--- src/rtl/struct_channel_sender_if.sv ---
// rtl/struct_channel_sender_if.sv - two-bit struct channel (a, b) with valid/ready handshake
interface struct_channel_sender_if;
  logic o_valid;
  logic i_ready;
  logic o_ch_a;
  logic o_ch_b;

  modport master (output o_valid, output o_ch_a, output o_ch_b, input i_ready);
  modport slave  (input o_valid, input o_ch_a, input o_ch_b, output i_ready);
endinterface

--- src/rtl/struct_channel_sender.sv ---
// rtl/struct_channel_sender.sv - FIFO-backed transmit endpoint for the struct channel
// The output register presents the FIFO head; the word stays counted until it is popped.
module struct_channel_sender #(
  parameter int DEPTH = 4,
  localparam int CW = $clog2(DEPTH) + 1,
  localparam int AW = $clog2(DEPTH)
) (
  input  logic                   i_clk,
  input  logic                   i_rst,
  input  logic                   i_push,
  input  logic                   i_a,
  input  logic                   i_b,
  output logic                   o_full,
  output logic [CW-1:0]          o_count,
  output logic [7:0]             o_drop,
  struct_channel_sender_if.master ch
);

  typedef enum logic {IDLE, SEND} state_t;

  state_t          state, state_n;
  logic [1:0]      mem [DEPTH];
  logic [AW-1:0]   wp, rp, rp_inc;
  logic [CW-1:0]   count;
  logic [7:0]      drop;
  logic [1:0]      word, load_word;
  logic            load, valid, pop, push_ok, push_rej;

  assign valid    = (state == SEND);
  assign pop      = valid && ch.i_ready;
  assign o_full   = (count == CW'(DEPTH));
  assign push_ok  = i_push && (!o_full || pop);
  assign push_rej = i_push && o_full && !pop;
  assign rp_inc   = rp + AW'(1);

  assign o_count   = count;
  assign o_drop    = drop;
  assign ch.o_valid = valid;
  assign ch.o_ch_a  = word[1];
  assign ch.o_ch_b  = word[0];

  always_ff @(posedge i_clk) begin
    if (push_ok) mem[wp] <= {i_a, i_b};
  end

  always_ff @(posedge i_clk or posedge i_rst) begin
    if (i_rst) begin
      wp    <= '0;
      rp    <= '0;
      count <= '0;
      drop  <= '0;
    end else begin
      if (push_ok) wp <= wp + AW'(1);
      if (pop)     rp <= rp_inc;
      case ({push_ok, pop})
        2'b10:   count <= count + CW'(1);
        2'b01:   count <= count - CW'(1);
        default: count <= count;
      endcase
      if (push_rej && drop != 8'hFF) drop <= drop + 8'd1;
    end
  end

  always_ff @(posedge i_clk or posedge i_rst) begin
    if (i_rst) begin
      state <= IDLE;
      word  <= 2'b00;
    end else begin
      state <= state_n;
      if (load) word <= load_word;
    end
  end

  // A last pop that coincides with a push forwards the pushed word directly, avoiding a bubble.
  always_comb begin
    state_n   = state;
    load      = 1'b0;
    load_word = mem[rp];
    case (state)
      IDLE: begin
        if (count != '0) begin
          state_n   = SEND;
          load      = 1'b1;
          load_word = mem[rp];
        end
      end
      SEND: begin
        if (pop) begin
          if (count > CW'(1)) begin
            load      = 1'b1;
            load_word = mem[rp_inc];
          end else if (push_ok) begin
            load      = 1'b1;
            load_word = {i_a, i_b};
          end else begin
            state_n = IDLE;
          end
        end
      end
      default: state_n = IDLE;
    endcase
  end

endmodule

--- src/flat_wrapper.sv ---
// flat-port wrapper written by rule: the top's interface ports become plain ports
module struct_channel_sender_flat 
#(
  parameter int DEPTH = 4,
  localparam int CW = $clog2(DEPTH) + 1,
  localparam int AW = $clog2(DEPTH)
)
  (i_clk, i_rst, i_push, i_a, i_b, o_full, o_count, o_drop, ch_o_valid, ch_o_ch_a, ch_o_ch_b, ch_i_ready);
  struct_channel_sender_if ch_i ();
  input  logic i_clk;
  input  logic i_rst;
  input  logic i_push;
  input  logic i_a;
  input  logic i_b;
  output logic o_full;
  output logic [CW-1:0] o_count;
  output logic [7:0] o_drop;
  output wire logic [$bits(ch_i.o_valid)-1:0] ch_o_valid;
  output wire logic [$bits(ch_i.o_ch_a)-1:0] ch_o_ch_a;
  output wire logic [$bits(ch_i.o_ch_b)-1:0] ch_o_ch_b;
  input wire logic [$bits(ch_i.i_ready)-1:0] ch_i_ready;
  assign ch_o_valid = ch_i.o_valid;
  assign ch_o_ch_a = ch_i.o_ch_a;
  assign ch_o_ch_b = ch_i.o_ch_b;
  assign ch_i.i_ready = ch_i_ready;
  struct_channel_sender #(.DEPTH(DEPTH)) u_core (.i_clk(i_clk), .i_rst(i_rst), .i_push(i_push), .i_a(i_a), .i_b(i_b), .o_full(o_full), .o_count(o_count), .o_drop(o_drop), .ch(ch_i));
endmodule
--- config.mk ---
export PLATFORM = sky130hd
export DESIGN_NAME = struct_channel_sender_flat
export DESIGN_NICKNAME = d
export VERILOG_FILES = /design/src/rtl/struct_channel_sender_if.sv /design/src/rtl/struct_channel_sender.sv /design/src/flat_wrapper.sv
export SDC_FILE = /design/constraint.sdc
export NUM_CORES = 1
export LEC_CHECK = 0
export ABC_AREA = 1
export CAP_MARGIN = 20
export CORE_ASPECT_RATIO = 0.8
export CORE_MARGIN = 2
export CORE_UTILIZATION = 58
export DETAILED_ROUTE_END_ITERATION = 16
export GPL_TIMING_DRIVEN = 0
export MAX_ROUTING_LAYER = met4
export PLACE_DENSITY = 0.81
export RECOVER_POWER = 100
export SLEW_MARGIN = 0
export SYNTH_ARGS = -nofsm -noshare
export SYNTH_HDL_FRONTEND = slang
export SYNTH_SLANG_ARGS = --single-unit
--- constraint.sdc ---
create_clock -name i_clk -period 3.5 [get_ports i_clk]
set_clock_uncertainty 0.2 [all_clocks]
set_input_delay 0.35 -clock i_clk [delete_from_list [all_inputs] [get_ports i_clk]]
set_output_delay 0.35 -clock i_clk [all_outputs]
set_load 0.01 [all_outputs]
Yosys cells after proc, flatten, opt, wreduce, memory -nomap -nowiden
Memories as Yosys holds them, arrays and structs flattened.
Cells that the tools add are included.
- add/subtract/negate cells: 5
- bitwise gates (word level): 1
- reduce and logical (&&, ||, !) cells: 10
- magnitude comparators: 1
- mux-type cells: 13
- equal/unequal tests: 4
- operators with widths (cell ; count):
    adder 8 x 1 -> 8 bit, second input constant ; 1
    inequality test 8 bit, second input constant ; 1
    two-way mux 1 bit ; 6
    two-way mux 2 bit ; 3
    case mux 3 bit (2 select lines) ; 1
    logical AND 1 bit ; 5
    adder 2 x 1 -> 2 bit, second input constant ; 2
    case mux 1 bit (2 select lines) ; 2
    case mux 2 bit (2 select lines) ; 1
    adder 3 x 1 -> 3 bit, second input constant ; 1
    equality test 3 bit, second input constant ; 1
    > comparator 3 x 1 -> 1 bit, second input constant ; 1
    nonzero test 3 bit ; 1
    subtractor 3 x 1 -> 3 bit, second input constant ; 1
    equality test 2 x 1 -> 1 bit, second input constant ; 1
    equality test 2 bit, second input constant ; 1
    zero test 1 bit ; 2
    nonzero test 2 bit ; 1
    logical OR 1 bit ; 1
    NOT 1 bit ; 1
- bits in registers: 18
- memory bits (writable): 8
- memories: 1
- word-level logic and storage cells: 41
- output and inout port bits: 15
- memory list (name ; words ; width ; rd ports ; clocked after Yosys merged registers in ; write ports ; line ; text):
    u_core.mem ; 4 ; 2 ; 2 ; 0 ; 1 ; struct_channel_sender.sv:22 ; logic [1:0] mem [DEPTH];

Logic depth before layout (Yosys ltp)
- word-level depth: 8
- depth in mapped cells: 12
- gate-level depth less buffers: 12

Least setup slack after synthesis
No wires, ideal clock.
- kind: register -> register
- start point: reg u_core.count[0], in the netlist u_core.o_count[0]
- end point: reg u_core.count[2], in the netlist u_core.o_count[2]
- required time: 3.182 ns
- path slack: 1.406 ns
- stages on the path, launching flop included: 12
- buffers on the path: 0
- arrival: 1.775 ns
- library setup time: 0.118 ns
- path through: dfrtp_1 -> inv_1 -> ha_1 -> nand2_1 -> clkinv_2 -> nand2_4 -> nand2_4 -> ha_1 -> nor2_1 -> o21ai_0 -> xor2_1 -> inv_1
- longest elaborated chain between the ends: 6
- elaborated cells on any way between the ends: 10
- RTL lines (element ; line ; text):
    start, declared ; struct_channel_sender.sv:24 ; logic [CW-1:0] count;
    start signal, assigned ; struct_channel_sender.sv:56 ; 2'b10: count <= count + CW'(1);
    start signal, assigned ; struct_channel_sender.sv:57 ; 2'b01: count <= count - CW'(1);
    start signal, assigned ; struct_channel_sender.sv:58 ; default: count <= count;
    equality test 3 bit (*) ; struct_channel_sender.sv:31 ; assign o_full = (count == CW'(DEPTH));
    via o_full ; flat_wrapper.sv:15 ; output logic o_full;
    zero test 1 bit (*) ; struct_channel_sender.sv:32 ; assign push_ok = i_push && (!o_full || pop);
    logical OR 1 bit (*) ; struct_channel_sender.sv:32 ;
    logical AND 1 bit (*) ; struct_channel_sender.sv:32 ;
    equality test 2 x 1 -> 1 bit or equality test 2 bit (tied branches) ; struct_channel_sender.sv:55 ; case ({push_ok, pop})
    case mux 3 bit (2 select lines) or nonzero test 2 bit (tied branches) ; -- ;
Mark *: on every way through the listed nets, which the timed path passes. The rest lies on a longest branch.
A chain may end at the register's enable or synchronous reset.

Worst setup path in the final report
- start point: reg u_core.count[0], in the netlist u_core.o_count[0]
- end point: out o_full
- longest elaborated chain between the ends: 1
- RTL lines (element ; line):
    equality test 3 bit ; struct_channel_sender.sv:31
    end, declared ; flat_wrapper.sv:15
No other way between the ends.

==> metrics.cfg <==
[outcome]
outcome = finished clean

[timing]
fin_setup_tns_ns = 0
hold_slack_ns = 0.3246
setup_viol = 0
maxSlewViolCount = 0
max_slew_margin_pct = 55.15
worstMarginPinSlew_ns = 0.6720
max_freq_mhz = 396.1
post-route-period-util_pct = 72.13
final.min_clock_period_ns = 2.525
finalHoldViolCount = 0
grt_setup_unrepaired = false

[final_layout]
regArea_um2 = 690.7
layout_common_cells = nand2_1, inv_1, dlygate4sd3_1, dfrtp_1, nor2_1
antenna_cells = 0
nFillCells = 201
syn_to_final_growth_pct = 18.32
final_common_cell = nand2_1
fin_area_um2 = 1778
drive_gt1_share_pct = 6.863
multi_input_area_um2 = 676.9
fin_nets = 221

[yosys]
syn-instance-count = 180
synth_top_cell_by_area = dfrtp_1
yosysWarnings = 0
ys_ff_latch = 26
postSynthAreaPerCell_um2 = 8.348
yosysUniqueCellTypes = 24
syn_area_um2 = 1503
syn_nets = 196
synth_top_area_share_pct = 29.98
ys_seq_area_share_pct = 45.96
synthTopCellsByArea = dfrtp_1, edfxtp_1, nand2_1

[cts]
cts_tree = yes
clock-root-buffer = clkbuf_4
clock_sinks = 26
cts_setup_buffers = 0
htreeDepth = 1
ctsResizeCount = 0
clock_path_buffers = 2
insertion_delay_ns = 0.32
clk_pin_slew_ns = 0.14
cts_buffers = 3
postCtsHoldBufs = 0

[die]
die_width_um = 60.91
start_util_pct = 61.03
core_area_um2 = 2462
rows = 16
dieArea_um2 = 3017
io_pins = 21
dieHeight_um = 49.53

[place]
hpwlAfterDp_um = 2112
place_congestion = 0.8576
dpl-instance-area_um2 = 1748
io_buffer_count = 20

[routing]
viasPerCell = 4.808
wl_um = 2788
drt.antenna.violating_nets = 0
wl_per_cell_um = 11.62
vias = 1154
first_pass_iters = 4
drt_iter0_markers = 74
drc_errors = 0

[global_route]
grt_pass1_wl_um = 4885
grt_max_degree = 19
gr-total-overflow = 0
track_usage_pct = 21.91
antenna_found_initial = 0
grt_pass1_vias = 1109

[worst_setup_path]
worstPathCellList = inv_1 > ha_1 > nand2_1 > clkinvlp_2 > dlygate4sd3_1
critPathCaptureType = primary output
cp_max_fo = 5
cp_num_buf_inv = 3
cp.arrival_ns = 1.97
crit_required_ns = 2.95
setup.worst_path.class = register to primary output
startpoint_type = register
critical_path.max_stage_delay_ns = 0.65
slowest_stage = dlygate4sd3_1
cpLargestDelayFamily = buffers and inverters

[power]
power.total_uw = 1356
p_leak_uw = 0.0008620
ir_drop_uv = 424.1
powerDensity_nw_per_um2 = 762.7

[flow_run]
maxCapViolCount = 0

[hold_path]
hold_class = register to register

per-stage QoR:
stage          worst slack, ns  cells  util [%]
2_1_floorplan            1.406    180         -
4_1_cts                  1.197    240     73.12
3_3_place_gp             1.263    236     70.99
6_report                0.9755    240     72.21
5_1_grt                 0.8575    240     72.21
3_5_place_dp             1.229    236     70.99
worst register-to-register path: stages, from the launching register on:
cell	delay, ns
dfrtp_1	0.46
inv_1	0.10
ha_1	0.22
nand2_1	0.08
clkinvlp_2	0.16
nand2_4	0.11
nand2_1	0.22
ha_1	0.42
nor2_1	0.11
o21ai_0	0.11
xor2_1	0.15
inv_1	0.05
per-layer routing:
| layer | vias up | GRT usage [%] | wire length [um] |
|---|---|---|---|
| met1 | 510 | 28.91 | 1333 |
| met3 | 2 | 5.512 | 140 |
| li1 | 611 | - | - |
| met4 | 0 | 2.536 | 12 |
| met2 | 31 | 35.30 | 1302 |
| met5 | - | - | 0 |
power by group:
| group | internal (uW) | total [uW] | switching (uW) | leakage (uW) |
|---|---|---|---|---|
| clock | 116 | 206 | 89.8 | 0.0000279 |
| sequential | 416 | 502 | 85.3 | 0.000296 |
| combinational | 268 | 649 | 381 | 0.000538 |
cells by family (layout without fill, tap and decap cells):
kind of cell,after synthesis,after routing,synth area share (%)
and+or+nand+nor,92,92,27.23
buffers and inverters,28,52,7.827
DFF,26,26,45.96
AOI/OAI and AO/OA,14,14,4.829
adders and majority gates,10,10,8.326
xor gates and xnor gates,10,10,5.828
registers in the layout (all words and copies together) (netlist names):
| name | flops |
|---|---|
| u_core.ch.o_valid | 1 |
| u_core.word | 2 |
| u_core.o_count | 3 |
| u_core.rp | 2 |
| u_core.o_drop | 8 |
| u_core.wp | 2 |
| u_core.mem | 8 |
synth_stat cells:
cell type and number:
a21oi_1 3, o21ai_1 1, clkinv_1 1, clkinv_2 1
inv_6 1, nor2_4 1, nor3_2 1, o21ai_0 8
xnor2_1 4, inv_4 1, nand2_1 57, nand2_4 3
nand4_1 1, nor3_1 1, o22ai_1 2, nand3_1 11
dfrtp_1 18, xor2_1 6, inv_1 23, buf_4 1
nand2_2 4, ha_1 10, edfxtp_1 8, nor2_1 13
final timing paths:
| check | from | end | slack, ns | cells past startpoint |
|---|---|---|---|---|
| max | u_core.o_count[0] | o_full | 0.98 | 5 |
| max reg2reg | u_core.o_count[0] | u_core.o_count[2] | 1.02 | 11 |
| max in group asynchronous | i_rst | u_core.word[0] | 2.34 | 2 |
| min in group asynchronous | i_rst | u_core.o_drop[3] | 0.34 | 2 |
| min reg2reg | u_core.o_drop[6] | u_core.o_drop[6] | 0.32 | 2 |
| min | u_core.o_drop[6] | u_core.o_drop[6] | 0.32 | 2 |
layout make-up:
type | count | area share [%]
repair buffers | 20 | 11.26
plain buffers | 1 | 0.4222
well taps | 36 | 2.533
multi-input cells | 126 | 38.07
inverters | 27 | 5.911
flip-flops and latches | 26 | 38.85
clock inverters | 1 | 1.689
clock buffers | 3 | 1.267
No activity file was read; power rests on OpenSTA's default activity.
